File: config.mk
export PLATFORM = sky130hd
export DESIGN_NAME = usart_tx1
export DESIGN_NICKNAME = d
export VERILOG_FILES = /design/src/rtl/usart_pkg.sv /design/src/rtl/fsm_tx1.sv /design/src/rtl/usart_tx1.sv
export SDC_FILE = /design/constraint.sdc
export NUM_CORES = 1
export LEC_CHECK = 0
export ABC_AREA = 1
export BUFFER_PORTS_ARGS = -buffer_cell sky130_fd_sc_hd__buf_2
export CORE_MARGIN = 1
export CORE_UTILIZATION = 43
export DETAILED_ROUTE_END_ITERATION = 16
export PLACE_DENSITY = 0.6
export SLEW_MARGIN = 0
export SYNTH_ARGS = -nofsm -noshare
export SYNTH_HDL_FRONTEND = slang
export SYNTH_SLANG_ARGS = --single-unit
File: constraint.sdc
create_clock -name i_txclk -period 1.85 [get_ports i_txclk]
set_input_delay 0.2775 -clock i_txclk [delete_from_list [all_inputs] [get_ports i_txclk]]
set_output_delay 0.2775 -clock i_txclk [all_outputs]
set_load 0.03 [all_outputs]
File: src/rtl/usart_pkg.sv
`default_nettype none
// usart_pkg : shared USART transmitter/receiver state encodings and format codes (rev 1.0)
package usart_pkg;

   localparam int MAX_DATA_WIDTH = 9;

   localparam logic [2:0] TX_IDLE        = 3'd0;
   localparam logic [2:0] TX_START_BIT   = 3'd1;
   localparam logic [2:0] TX_DATA_SEND   = 3'd2;
   localparam logic [2:0] TX_PARITY_SEND = 3'd3;
   localparam logic [2:0] TX_STOP_BIT1   = 3'd4;
   localparam logic [2:0] TX_STOP_BIT2   = 3'd5;

   localparam logic [2:0] UCSZ_5 = 3'd0;
   localparam logic [2:0] UCSZ_6 = 3'd1;
   localparam logic [2:0] UCSZ_7 = 3'd2;
   localparam logic [2:0] UCSZ_8 = 3'd3;
   localparam logic [2:0] UCSZ_9 = 3'd7;

   localparam logic [1:0] UPM_EVEN = 2'b10;
   localparam logic [1:0] UPM_ODD  = 2'b11;

   // Reserved size codes 4-6 fall back to 8 bits.
   function automatic logic [3:0] char_bits(input logic [2:0] ucsz);
      case (ucsz)
         UCSZ_5:  char_bits = 4'd5;
         UCSZ_6:  char_bits = 4'd6;
         UCSZ_7:  char_bits = 4'd7;
         UCSZ_8:  char_bits = 4'd8;
         UCSZ_9:  char_bits = 4'd9;
         default: char_bits = 4'd8;
      endcase
   endfunction

   function automatic logic [MAX_DATA_WIDTH-1:0] char_mask(input logic [2:0] ucsz);
      char_mask = {MAX_DATA_WIDTH{1'b1}} >> (MAX_DATA_WIDTH - int'(char_bits(ucsz)));
   endfunction

endpackage
`default_nettype wire

File: src/rtl/fsm_tx1.sv
`default_nettype none
// fsm_tx1 : channel-1 transmit frame sequencer with load/shift/count enables (rev 1.0)
module fsm_tx1
   import usart_pkg::*;
(
   input  logic       i_clk,
   input  logic       i_rst_n,
   input  logic       i_bit_tick,
   input  logic       i_buf_full,
   input  logic       i_cnt_zero,
   input  logic       i_par_en,
   input  logic       i_two_stop,
   output logic [2:0] o_next_state,
   output logic       o_load,
   output logic       o_shift_en,
   output logic       o_cnt_dec,
   output logic       o_complete,
   output logic       o_busy
);

   logic [2:0] r_state;
   logic [2:0] w_next;
   logic       w_frame_end;

   always_comb begin
      w_frame_end = 1'b0;
      w_next      = r_state;
      case (r_state)
         TX_IDLE:        if (i_buf_full) w_next = TX_START_BIT;
         TX_START_BIT:   w_next = TX_DATA_SEND;
         TX_DATA_SEND:   if (i_cnt_zero) w_next = i_par_en ? TX_PARITY_SEND : TX_STOP_BIT1;
         TX_PARITY_SEND: w_next = TX_STOP_BIT1;
         TX_STOP_BIT1:   if (i_two_stop) w_next = TX_STOP_BIT2;
                         else            w_frame_end = 1'b1;
         TX_STOP_BIT2:   w_frame_end = 1'b1;
         default:        w_next = TX_IDLE;
      endcase
      // A pending character chains straight into the next start bit.
      if (w_frame_end) w_next = i_buf_full ? TX_START_BIT : TX_IDLE;
      if (!i_bit_tick) w_next = r_state;
   end

   always_ff @(posedge i_clk or negedge i_rst_n) begin
      if (!i_rst_n) r_state <= TX_IDLE;
      else          r_state <= w_next;
   end

   assign o_next_state = w_next;
   assign o_load       = i_bit_tick & i_buf_full & ((r_state == TX_IDLE) | w_frame_end);
   assign o_complete   = i_bit_tick & w_frame_end & ~i_buf_full;
   assign o_shift_en   = i_bit_tick & (w_next == TX_DATA_SEND);
   assign o_cnt_dec    = i_bit_tick & (r_state == TX_DATA_SEND) & ~i_cnt_zero;
   assign o_busy       = (r_state != TX_IDLE);

endmodule
`default_nettype wire

File: src/rtl/usart_tx1.sv
`default_nettype none
// usart_tx1 : USART channel-1 transmitter - holding buffer, shifter and line driver (rev 1.0)
module usart_tx1
   import usart_pkg::*;
(
   input  logic                      i_txclk,
   input  logic                      i_rst_n,
   input  logic                      i_bit_tick,
   input  logic                      i_txen,
   input  logic [MAX_DATA_WIDTH-1:0] i_data,
   input  logic                      i_data_valid,
   output logic                      o_data_ready,
   input  logic [2:0]                i_ucsz,
   input  logic [1:0]                i_upm,
   input  logic                      i_usbs,
   output logic                      o_txd,
   output logic                      o_tx_busy,
   output logic                      o_tx_complete
);

   logic [MAX_DATA_WIDTH-1:0] r_buf;
   logic [MAX_DATA_WIDTH-1:0] r_shift;
   logic                      r_buf_full;
   logic [3:0]                r_cnt;
   logic                      r_parity;
   logic                      r_par_en;
   logic                      r_two_stop;
   logic                      r_txd;
   logic                      r_tx_complete;

   logic [MAX_DATA_WIDTH-1:0] w_mask;
   logic [2:0]                w_next_state;
   logic                      w_write;
   logic                      w_load;
   logic                      w_shift_en;
   logic                      w_cnt_dec;
   logic                      w_complete;
   logic                      w_busy;
   logic                      w_par_bit;
   logic                      w_par_en;
   logic                      w_txd_next;

   assign o_data_ready = ~r_buf_full & i_txen;
   assign w_write      = i_data_valid & o_data_ready;
   assign w_mask       = char_mask(i_ucsz);
   assign w_par_en     = (i_upm == UPM_EVEN) | (i_upm == UPM_ODD);
   assign w_par_bit    = (^(r_buf & w_mask)) ^ (i_upm == UPM_ODD);

   fsm_tx1 u_fsm (
      .i_clk        (i_txclk),
      .i_rst_n      (i_rst_n),
      .i_bit_tick   (i_bit_tick),
      .i_buf_full   (r_buf_full),
      .i_cnt_zero   (r_cnt == 4'd0),
      .i_par_en     (r_par_en),
      .i_two_stop   (r_two_stop),
      .o_next_state (w_next_state),
      .o_load       (w_load),
      .o_shift_en   (w_shift_en),
      .o_cnt_dec    (w_cnt_dec),
      .o_complete   (w_complete),
      .o_busy       (w_busy)
   );

   // Write and load can never coincide: a write needs an empty buffer, a load a full one.
   always_ff @(posedge i_txclk or negedge i_rst_n) begin
      if (!i_rst_n) begin
         r_buf      <= '0;
         r_buf_full <= 1'b0;
      end else if (w_write) begin
         r_buf      <= i_data;
         r_buf_full <= 1'b1;
      end else if (w_load) begin
         r_buf_full <= 1'b0;
      end
   end

   always_ff @(posedge i_txclk or negedge i_rst_n) begin
      if (!i_rst_n) begin
         r_shift    <= '0;
         r_cnt      <= 4'd0;
         r_parity   <= 1'b0;
         r_par_en   <= 1'b0;
         r_two_stop <= 1'b0;
      end else if (w_load) begin
         r_shift    <= r_buf & w_mask;
         r_cnt      <= char_bits(i_ucsz) - 4'd1;
         r_parity   <= w_par_bit;
         r_par_en   <= w_par_en;
         r_two_stop <= i_usbs;
      end else begin
         if (w_shift_en) r_shift <= {1'b0, r_shift[MAX_DATA_WIDTH-1:1]};
         if (w_cnt_dec)  r_cnt   <= r_cnt - 4'd1;
      end
   end

   always_comb begin
      w_txd_next = 1'b1;
      case (w_next_state)
         TX_START_BIT:   w_txd_next = 1'b0;
         TX_DATA_SEND:   w_txd_next = r_shift[0];
         TX_PARITY_SEND: w_txd_next = r_parity;
         default:        w_txd_next = 1'b1;
      endcase
   end

   always_ff @(posedge i_txclk or negedge i_rst_n) begin
      if (!i_rst_n) begin
         r_txd         <= 1'b1;
         r_tx_complete <= 1'b0;
      end else if (i_bit_tick) begin
         r_txd         <= w_txd_next;
         r_tx_complete <= w_complete;
      end else begin
         r_tx_complete <= 1'b0;
      end
   end

   assign o_txd         = r_txd;
   assign o_tx_busy     = w_busy;
   assign o_tx_complete = r_tx_complete;

endmodule
`default_nettype wire
Word-level counts from Yosys, hierarchy flattened
Cells that the tools add are included.

Flip-flop bits (word level): 31. Input bits: 20. Output and inout port bits: 4. Logic and storage cells: 70.

Add/subtract/negate cells: 3. Eq/ne operators: 13. Shifts and indexed selects: 1. Muxes and demuxes: 20. Bitwise operators: 15. Reduce and logical (&&, ||, !) cells: 8.

Operators with widths (count): 9-bit by 32-bit >> shifter with 9-bit output (first input constant) (1); 3-bit two-way mux (6); 9-bit two-way mux (2); 3-bit case mux with 6 select lines (1); 4-bit case mux with 4 select lines (1); 3-bit by 2-bit equality test with 1-bit output (second input constant) (5); 4-bit two-way mux (3); 1-bit AND (9); 9-bit AND (1); 3-bit by 1-bit equality test with 1-bit output (second input constant) (3); 3-bit equality test (second input constant) (3); 9-bit parity (1); 4-bit by 1-bit subtractor with 4-bit output (second input constant) (2); 3-bit logical NOT (2); 2-bit nonzero test (3); 1-bit two-way mux (5); 4-bit by 4-bit subtractor with 5-bit output (first input constant) (1); 2-bit equality test (second input constant) (2); 4-bit logical NOT (1); 1-bit case mux with 3 select lines (1); 3-bit nonzero test (1); 1-bit NOT (2); 1-bit OR (2); 1-bit case mux with 2 select lines (1); 1-bit XOR (1).

Longest topological paths before layout
Gate-level depths: netlist of run 1.

Word-level depth: 9. Gate-level depth with buffers: 17. Mapped depth without buffers: 17.

By module
A second synthesis of run 1 with hierarchy kept.

Cell total of the unflattened synthesis: 255. Area, all modules: 1841.8 µm².

Modules (own cells, without submodules): usart_tx1 (times used 1, cells each 214, area each 1597.8 µm²); fsm_tx1 (times used 1, cells each 41, area each 244.0 µm²).

Worst setup path after synthesis of run 1
No wires, ideal clock.

Path kind: register -> register. From: register u_fsm.r_state[1]. To: register r_cnt[2]. Library setup time: 0.122 ns. Data arrival time: 1.809 ns. Data required time: 1.728 ns. Path slack: -0.081 ns. Stages on the path, launching flop included: 14. Path through: dfrtp_1 -> nor2_2 -> nand2_1 -> nand2_1 -> nand3_2 -> inv_2 -> buf_6 -> nand2_1 -> o21ai_1 -> inv_1 -> ha_1 -> xor2_1 -> nand2_1 -> o21ai_1.

Longest elaborated chain between the ends: 5. Elaborated cells on any way between the ends: 11.

Ends and longest elaborated chain: from (decl) (RTL line fsm_tx1.sv:21) `logic [2:0] r_state;`; from (signal assigned) (RTL line fsm_tx1.sv:45) `else r_state <= w_next;`; 3-bit equality test (RTL line fsm_tx1.sv:28) `case (r_state)`; 1-bit case mux with 2 select lines (RTL line fsm_tx1.sv:28); 1-bit OR (RTL line fsm_tx1.sv:49) `assign o_load = i_bit_tick & i_buf_full & ((r_state == TX_IDLE) | w_frame_end);`; 1-bit AND (RTL line fsm_tx1.sv:49); 4-bit two-way mux or 2-bit nonzero test (tied branches); to (signal assigned) (RTL line usart_tx1.sv:87) `r_cnt <= char_bits(i_ucsz) - 4'd1;`; to (signal assigned) (RTL line usart_tx1.sv:93) `if (w_cnt_dec) r_cnt <= r_cnt - 4'd1;`; to (decl) (RTL line usart_tx1.sv:24) `logic [3:0] r_cnt;`.

Parallel ways exist; a longest one is shown, timed or not. A chain may end at the register's enable or synchronous reset.

Final worst setup path of run 1
Ends and elaborated chain as after synthesis.

==> results of run 1 <==
## final cells by class
class | instances | area (sq um)
Timing Repair Buffer | 44 | 273
Multi-Input combinational cell | 201 | 1070
Fill cell | 430 | 1930
Sequential cell | 31 | 777
Inverter | 28 | 111
Clock buffer | 8 | 100
Tap cell | 52 | 65.1
## power groups by stage
stage | clock [W] | combinational [W] | sequential [W]
6_report | 0.000577 | 0.00163 | 0.00119
2_1_floorplan | 0 | 0.00118 | 0.00116
5_1_grt | 0.000624 | 0.00189 | 0.00123
4_1_cts | 0.000596 | 0.00159 | 0.00117
3_5_place_dp | 0 | 0.00158 | 0.00118
3_3_place_gp | 0 | 0.00156 | 0.00118
## cell families after synthesis
group | after synthesis | share of synthesized area (%)
fa+ha+maj | 2 | 1.29
simple gates | 162 | 39.3
xor+xnor | 2 | 0.906
flops | 31 | 40.2
buf+inv | 34 | 7.50
mux | 5 | 2.91
compound gates | 29 | 7.89
## timing repair
item | 4_1_cts | 5_1_grt
buffers inserted | 0 | 0
endpoints found under the setup margin | 0 | 10
gates resized for setup | 0 | 12
hold buffers | 0 | 0
## registers in the layout, summed over array words and instances (netlist names)
register / flops
o_tx_complete: 1
o_txd: 1
r_buf: 9
r_buf_full: 1
r_cnt: 4
r_par_en: 1
r_parity: 1
r_shift: 9
r_two_stop: 1
u_fsm.r_state: 3
## per-layer routing
layer	GRT usage, %	part of all wire (%)	vias up
met4	6.12	1.5	0
met1	24.5	47	781
met2	31.6	48	28
li1	-	-	953
met3	4.97	3.9	7
met5	0	0	-
## stage by stage
stage,power [W],TNS (ns),cells,utilization (%)
2_1_floorplan,0.00234,0,265,-
3_3_place_gp,0.00274,-0.0604,355,51.8
3_5_place_dp,0.00276,-0.0962,355,51.8
4_1_cts,0.00336,0,363,54.1
5_1_grt,0.00374,0,364,55.4
6_report,0.00340,0,364,55.4
## Yosys cell counts
| cell type | number | area, sq um |
|---|---|---|
| clkbuf_1 | 2 | 7.51 |
| nand4_1 | 7 | 43.8 |
| ha_1 | 2 | 25.0 |
| o21ai_1 | 3 | 15.0 |
| buf_2 | 2 | 10.0 |
| buf_6 | 2 | 22.5 |
| nand2_1 | 96 | 360 |
| nor3_2 | 1 | 10.0 |
| o21ai_0 | 15 | 75.1 |
| inv_1 | 24 | 90.1 |
| nand3b_1 | 1 | 7.51 |
| nor2_1 | 11 | 41.3 |
| nand2_4 | 5 | 56.3 |
| mux2_2 | 5 | 56.3 |
| dfstp_2 | 1 | 26.3 |
| nand3_1 | 33 | 165 |
| a21oi_1 | 9 | 45.0 |
| o21ai_2 | 2 | 17.5 |
| dfrtp_1 | 30 | 751 |
| nand3_2 | 3 | 30.0 |
| xor2_1 | 2 | 17.5 |
| inv_2 | 4 | 15.0 |
| nor2_2 | 3 | 18.8 |
| nand4_4 | 1 | 21.3 |
| nand2_2 | 1 | 6.26 |
## final timing paths
check / from / to / slack (ns) / depth (start not counted)
min in group i_txclk: i_usbs / r_two_stop / 0.21 / 3
setup reg to reg: u_fsm.r_state[1] / r_cnt[2] / 0.13 / 12
max in group asynchronous: i_rst_n / r_buf[4] / 1.38 / 1
hold / removal: i_rst_n / u_fsm.r_state[2] / 0.03 / 1
hold reg to reg: r_par_en / r_par_en / 0.48 / 2
setup / recovery: u_fsm.r_state[1] / r_cnt[2] / 0.13 / 12
==> results.toml, run 1 <==
[cts]
cts_tree = "yes"
cts_buffer_depth = 2
cts_buffers = 5
cts_num_sinks = 31
clockRootBuffer = "clkbuf_8"
insertion_delay_ns = 0.28
path_clk_slew_ns = 0.06
cts_htree_levels = 2

[timing]
worst_slack_ns = 0.130
timing.final.crit_period_ns = 1.72
final_max_slew_viol_count = 0
clock.fmax_ghz = 0.581
tightest_slew_ns = 0.681
post-route-period-util_pct = 93.0
setup-violations-final = 0
hold_violations = 0
finalClockSkew_ns = 0.00308
grt_setup_unrepaired = "no"
worst_hold_slack_ns = 0.0344
max-slew-margin-rel_pct = 54.6

[synthesis]
ys_seq_elements = 31
syn_nets = 287
postSynthCellCount = 265
synth_area_sq_mm = 0.00193
yosysWarnings = 0
ys_seq_area_share_pct = 40.2
syn_area_per_cell_sq_um = 7.30
ys_types = 25

[grt]
grt_max_degree = 32
grt_pass1_vias = 1668
grt_pass1_wl_um = 7220
grt_remaining_overflow = 0
grt.total_usage_pct = 19.2
antenna_found_initial = 0

[place]
port_buffers = 23
pre_cts_slack_ns = -0.0962
hpwl_um = 3060
place_area_sq_mm = 0.00224
place_congestion = 0.869

[power_and_ir_drop]
irDropWorstVdd_mv = 0.755
clkPwrFrac_pct = 17.0
p_sw_w = 0.00144
p_sw_share_pct = 42.5
p_per_area_mw_per_mm2 = 1420
total_leakage_power_nw = 1.29
p_comb_share_pct = 48.1
p_int_w = 0.00195
pwr-share-seq_pct = 35.0

[worst_setup_path]
cp_cell_sequence = "inv_2, nand3_2, nand2_2, nand3_4, inv_4, nand2_1, o21ai_2, inv_1, ha_1, xor2_1, nand2_1, o21ai_1"
timing.critical_path.mode_cell = "nand2_1"
cp-start-kind = "flop"
critPathTopFamily = "flip-flops"
crit_path_top_delay_cell = "dfrtp_1"
path_buf_inv = 3
max_stage_delay_ns = 0.45
critPathKind = "reg2reg"
cp.required_ns = 2.01
crit_path_max_fanout = 5
crit_path_end_kind = "flop"
worstPathArrival_ns = 1.88

[route]
drc = 0
wl_per_cell_um = 11.3
drtPass1Iterations = 4
drt-initial-drc-count = 49
vias = 1769
ant_nets = 0
wl_um = 4120
vias_per_cell = 4.86

[finish]
final_design_area_no_fill_sq_mm = 0.00239
most-common-layout-cells = "nand2_1 (94), nand3_1 (31), dfrtp_1 (30)"
areaGrowthSynthToFinish_pct = 23.7
final_nets = 333
diodes = 0
layout_commonest_cell = "nand2_1"
layout-drive-gt1-share_pct = 27.9

[job]
maxCapViolations = 0

[outcome]
status = "finished, final reports clean"

[floorplan]
die_width_um = 69.1
io_pins = 24
fp.dieH_um = 69.1
coreArea_sq_mm = 0.00432
row_count = 24
dieArea_sq_mm = 0.00477
initial_core_util_pct = 44.7

[min_path]
hold_class = "in2async"
Power figures use the tool's default switching activity.
==> run 2, diff against run 1 <==
--- a/config.mk
+++ b/config.mk
@@ -7,10 +7,12 @@
 export LEC_CHECK = 0
 export ABC_AREA = 1
 export BUFFER_PORTS_ARGS = -buffer_cell sky130_fd_sc_hd__buf_2
+export CELL_PAD_IN_SITES_DETAIL_PLACEMENT = 1
+export CELL_PAD_IN_SITES_GLOBAL_PLACEMENT = 1
 export CORE_MARGIN = 1
-export CORE_UTILIZATION = 43
+export CORE_UTILIZATION = 42
 export DETAILED_ROUTE_END_ITERATION = 16
-export PLACE_DENSITY = 0.6
+export PLACE_DENSITY = 0.77
 export SLEW_MARGIN = 0
 export SYNTH_ARGS = -nofsm -noshare
 export SYNTH_HDL_FRONTEND = slang
==> results.toml, run 2 (synthesized netlist as in run 1, its figures left out) <==
[worst_setup_path]
cp_cell_sequence = "inv_2, nand2_2, nand3_4, nand2_2, nand3_4, inv_4, nand2_1, o21ai_2, inv_1, ha_1, xor2_1, nand2_1, o21ai_1"
max_stage_delay_ns = 0.41
crit_path_max_fanout = 5
crit_path_end_kind = "flop"
cp.required_ns = 2.02
critPathKind = "reg2reg"
crit_path_top_delay_cell = "dfrtp_1"
cp-start-kind = "flop"
worstPathArrival_ns = 1.88
ff2ff_path_depth = 13

[grt]
use_met2_pct = 45.0
grt.total_usage_pct = 23.6
grt_remaining_overflow = 0
top_usage_layer = "met2"
grt_max_degree = 32
grt_pass1_vias = 2086
antenna_found_initial = 0
grt_util_met1_pct = 26.8
met3_usage_pct = 4.33
grt_pass1_wl_um = 9100

[place]
port_buffers = 23
dp_cells = 356
hpwl_um = 3870
place_congestion = 0.808

[route]
drt-initial-drc-count = 105
vias_per_cell = 5.23
vias = 1934
drtPass1Iterations = 4
ant_nets = 0
wl_um = 5310
drc = 0
wl_per_cell_um = 14.3

[cts]
cts_num_sinks = 31
clockRootBuffer = "clkbuf_8"
cts_tree = "yes"
path_clk_slew_ns = 0.07
cts_buffer_depth = 2
cts_buffers = 5
cts_htree_levels = 2
insertion_delay_ns = 0.29

[finish]
areaGrowthSynthToFinish_pct = 28.0
final_nets = 339
diodes = 0
layout_commonest_cell = "nand2_1"
layout-drive-gt1-share_pct = 31.1
most-common-layout-cells = "nand2_1 (90), nand3_1 (30), dfrtp_1 (29)"
top_regs = "r_buf: 9 flops, r_shift: 9 flops, r_cnt: 4 flops"
fin_cells = 370

[power_and_ir_drop]
p_per_area_mw_per_mm2 = 1470
total_leakage_power_nw = 1.32
irDropWorstVdd_mv = 0.506

[job]
maxCapViolations = 0

[floorplan]
dieArea_sq_mm = 0.00488
die_width_um = 69.9
initial_core_util_pct = 44.1
fp.dieH_um = 69.9
coreArea_sq_mm = 0.00438
io_pins = 24
row_count = 24

[timing]
finalClockSkew_ns = 0.00380
post-route-period-util_pct = 92.2
tightest_slew_ns = 0.711
final_max_slew_viol_count = 0
tns_ns = 0
setup-violations-final = 0
clock.fmax_ghz = 0.586
hold_violations = 0
max-slew-margin-rel_pct = 52.6
timing.final.crit_period_ns = 1.71

[outcome]
status = "finished, final reports clean"

[min_path]
hold_class = "in2async"
[run 2: path summary, 6_finish.rpt]
| path | startpoint | slack (ns) | end |
|---|---|---|---|
| max | u_fsm.r_state[0] | 0.14 | r_cnt[2] |
| min | i_rst_n | 0.03 | u_fsm.r_state[1] |
| max reg2reg | u_fsm.r_state[0] | 0.14 | r_cnt[2] |
| min reg2reg | o_txd | 0.51 | o_txd |
| max in group asynchronous | i_rst_n | 1.33 | u_fsm.r_state[1] |
| min in group i_txclk | i_usbs | 0.21 | r_two_stop |
[run 2: worst max-delay path: cells and delay by family (launching register included)]
family / cells / cell delay, ns
DFF: 1 / 0.41
xor gates and xnor gates: 1 / 0.16
and+or+nand+nor: 6 / 0.48
adders and majority gates: 1 / 0.19
buffers and inverters: 3 / 0.24
AOI/OAI and AO/OA: 2 / 0.12
[run 2: report_power, final]
group	switching [W]	internal, W	total [W]
sequential	0.000233	0.000970	0.00120
combinational	0.00111	0.000720	0.00183
clock	0.000260	0.000339	0.000600
total	0.00161	0.00203	0.00364
[run 2: cell type report]
cell class	count	area [sq um]
clock buffer	8	100
tap	52	65.1
multi-input combinational	203	1110
timing repair buffer	48	310
sequential	31	778
inverter	28	114
fill	570	1910
[run 2: what timing repair did]
action	CTS	global route
setup buffers	0	3
endpoints found under the setup margin	0	12
resized for setup	0	23
hold buffers	0	0
[run 2: per-layer routing]
layer  share of wire (%)  wire, um  vias to the layer above
li1                    -         -                      968
met1                  43      2300                      938
met2                  53      2820                       23
met3                 2.5       133                        5
met4                 1.1        60                        0
met5                   0         0                        -
[run 2: stage by stage]
step / worst slack (ns) / hold WS, ns / utilization [%] / power, W / area, sq um
after floorplan: 0.00913 / -0.0181 / - / 0.00234 / 1940
after global placement: -0.0765 / 0.371 / 51.2 / 0.00277 / 2250
after detailed placement: -0.124 / 0.378 / 51.2 / 0.00284 / 2250
after CTS: 0.0357 / 0.0667 / 53.5 / 0.00346 / 2350
after global routing: -0.0203 / 0.108 / 56.5 / 0.00397 / 2480
final: 0.144 / 0.0344 / 56.5 / 0.00364 / 2480
==> run 3, diff against run 2 <==
--- a/config.mk
+++ b/config.mk
@@ -9,6 +9,7 @@
 export BUFFER_PORTS_ARGS = -buffer_cell sky130_fd_sc_hd__buf_2
 export CELL_PAD_IN_SITES_DETAIL_PLACEMENT = 1
 export CELL_PAD_IN_SITES_GLOBAL_PLACEMENT = 1
+export CORE_ASPECT_RATIO = 2
 export CORE_MARGIN = 1
 export CORE_UTILIZATION = 42
 export DETAILED_ROUTE_END_ITERATION = 16
==> results.toml, run 3 (synthesized netlist as in run 1, its figures left out) <==
[cts]
clockRootBuffer = "clkbuf_8"
path_clk_slew_ns = 0.07
cts_buffers = 5
cts_buffer_depth = 2
cts_htree_levels = 2
cts_num_sinks = 31
insertion_delay_ns = 0.28
cts_tree = "yes"

[place]
place_congestion = 0.814
hpwl_um = 4350
dp_cells = 358
port_buffers = 23

[grt]
grt_pass1_vias = 2161
grt_remaining_overflow = 0
antenna_found_initial = 0
grt_pass1_wl_um = 9580
grt_max_degree = 32
grt.total_usage_pct = 25.9

[route]
drtPass1Iterations = 4
drc = 0
ant_nets = 0
wl_per_cell_um = 15.6
vias = 1988
drt-initial-drc-count = 35
wl_um = 5810
vias_per_cell = 5.33

[worst_setup_path]
r2r_start = "u_fsm.r_state[2]"
critPathKind = "reg2reg"
cp-endpoint = "r_cnt[2]"
reg2reg_to = "r_cnt[2]"
worstPathArrival_ns = 1.91
cp.required_ns = 2.02
startpoint = "u_fsm.r_state[2]"
crit_path_max_fanout = 5
cp-start-kind = "flop"
ff2ff_path_depth = 11
crit_path_end_kind = "flop"
r2r_setup_slack_ns = 0.11

[timing]
post-route-period-util_pct = 94.0
tightest_slew_ns = 0.739
timing.final.crit_period_ns = 1.74
finalClockSkew_ns = 0.00351
worst_hold_slack_ns = 0.0544
clock.fmax_ghz = 0.575
final_max_slew_viol_count = 0
hold_violations = 0
max-slew-margin-rel_pct = 50.7
setup-violations-final = 0
grt_setup_unrepaired = "yes"

[outcome]
status = "finished, final reports clean"

[power_and_ir_drop]
total_leakage_power_nw = 1.32
irDropWorstVdd_mv = 0.858
p_per_area_mw_per_mm2 = 1520

[floorplan]
die_width_um = 50.0
io_pins = 24
dieArea_sq_mm = 0.00490
coreArea_sq_mm = 0.00438
fp.dieH_um = 98.0
row_count = 34
initial_core_util_pct = 44.1

[min_path]
hold_class = "in2async"

[job]
maxCapViolations = 0

[finish]
layout-drive-gt1-share_pct = 31.0
diodes = 0
layout_commonest_cell = "nand2_1"
fin_cells = 373
final_nets = 340
areaGrowthSynthToFinish_pct = 29.0
top_regs = "r_buf: 9 flops, r_shift: 9 flops, r_cnt: 4 flops"
most-common-layout-cells = "nand2_1 (92), nand3_1 (32), dfrtp_1 (29)"
[run 3: routing by layer]
layer | vias to the layer above | track usage, % | share of wire (%)
met5 | - | 0 | 0
met4 | 0 | 9.45 | 1.7
met3 | 9 | 3.43 | 1.8
met2 | 26 | 52.9 | 62
met1 | 986 | 23.9 | 35
li1 | 967 | - | -
[run 3: final cells by class]
class | instances | area (sq um)
clock buffers | 6 | 82.6
fillers | 595 | 1890
well taps | 54 | 67.6
multi-input cells | 202 | 1100
flip-flops and latches | 31 | 778
repair buffers | 50 | 318
inverters | 28 | 114
clock inverters | 2 | 35.0
[run 3: what timing repair did]
item / 4_1_cts / 5_1_grt
setup endpoints to repair: 1 / 6
buffers inserted: 2 / 3
pin swaps: 0 / 4
gates cloned: 0 / 2
resized for setup: 2 / 18
hold buffers: 0 / 0
[run 3: power by group]
part,internal [W],leakage [nW],switching (W)
registers,0.000969,0.386,0.000245
logic,0.000723,0.875,0.00114
clock network,0.000436,0.0612,0.000272
total,0.00213,1.32,0.00166
[run 3: metrics by stage]
step / util [%] / total power (W) / cell area (sq um) / worst slack [ns] / setup TNS (ns)
floorplan: - / 0.00234 / 1940 / 0.00913 / 0
global placement: 51.3 / 0.00277 / 2250 / -0.106 / -0.106
detailed placement: 51.3 / 0.00287 / 2250 / -0.212 / -0.373
CTS: 54.4 / 0.00362 / 2380 / 0.00228 / 0
global route: 57.0 / 0.00410 / 2500 / -0.0490 / -0.101
finish: 57.0 / 0.00379 / 2500 / 0.110 / 0
[run 3: how the worst min path moves through the flow]
stage,start,endpoint,slack (ns),cells past startpoint
global route,i_rst_n,r_buf[6],0.12,1
CTS,i_rst_n,r_buf[7],0.08,1
global placement,i_rst_n,r_cnt[2],0.37,1
finish,i_rst_n,r_buf[6],0.05,1
floorplan,i_rst_n,o_tx_complete,-0.02,0
detailed placement,i_rst_n,r_cnt[2],0.38,1
[run 3: worst max-delay path, stage by stage (launching register included)]
cell     delay [ns]
dfrtp_1        0.47
inv_2          0.14
nand2_2        0.10
nand2_4        0.09
nand3_4        0.08
buf_4          0.16
nand2_1        0.06
o21ai_2        0.06
ha_2           0.18
xor2_1         0.15
nand2_1        0.05
o21ai_1        0.06
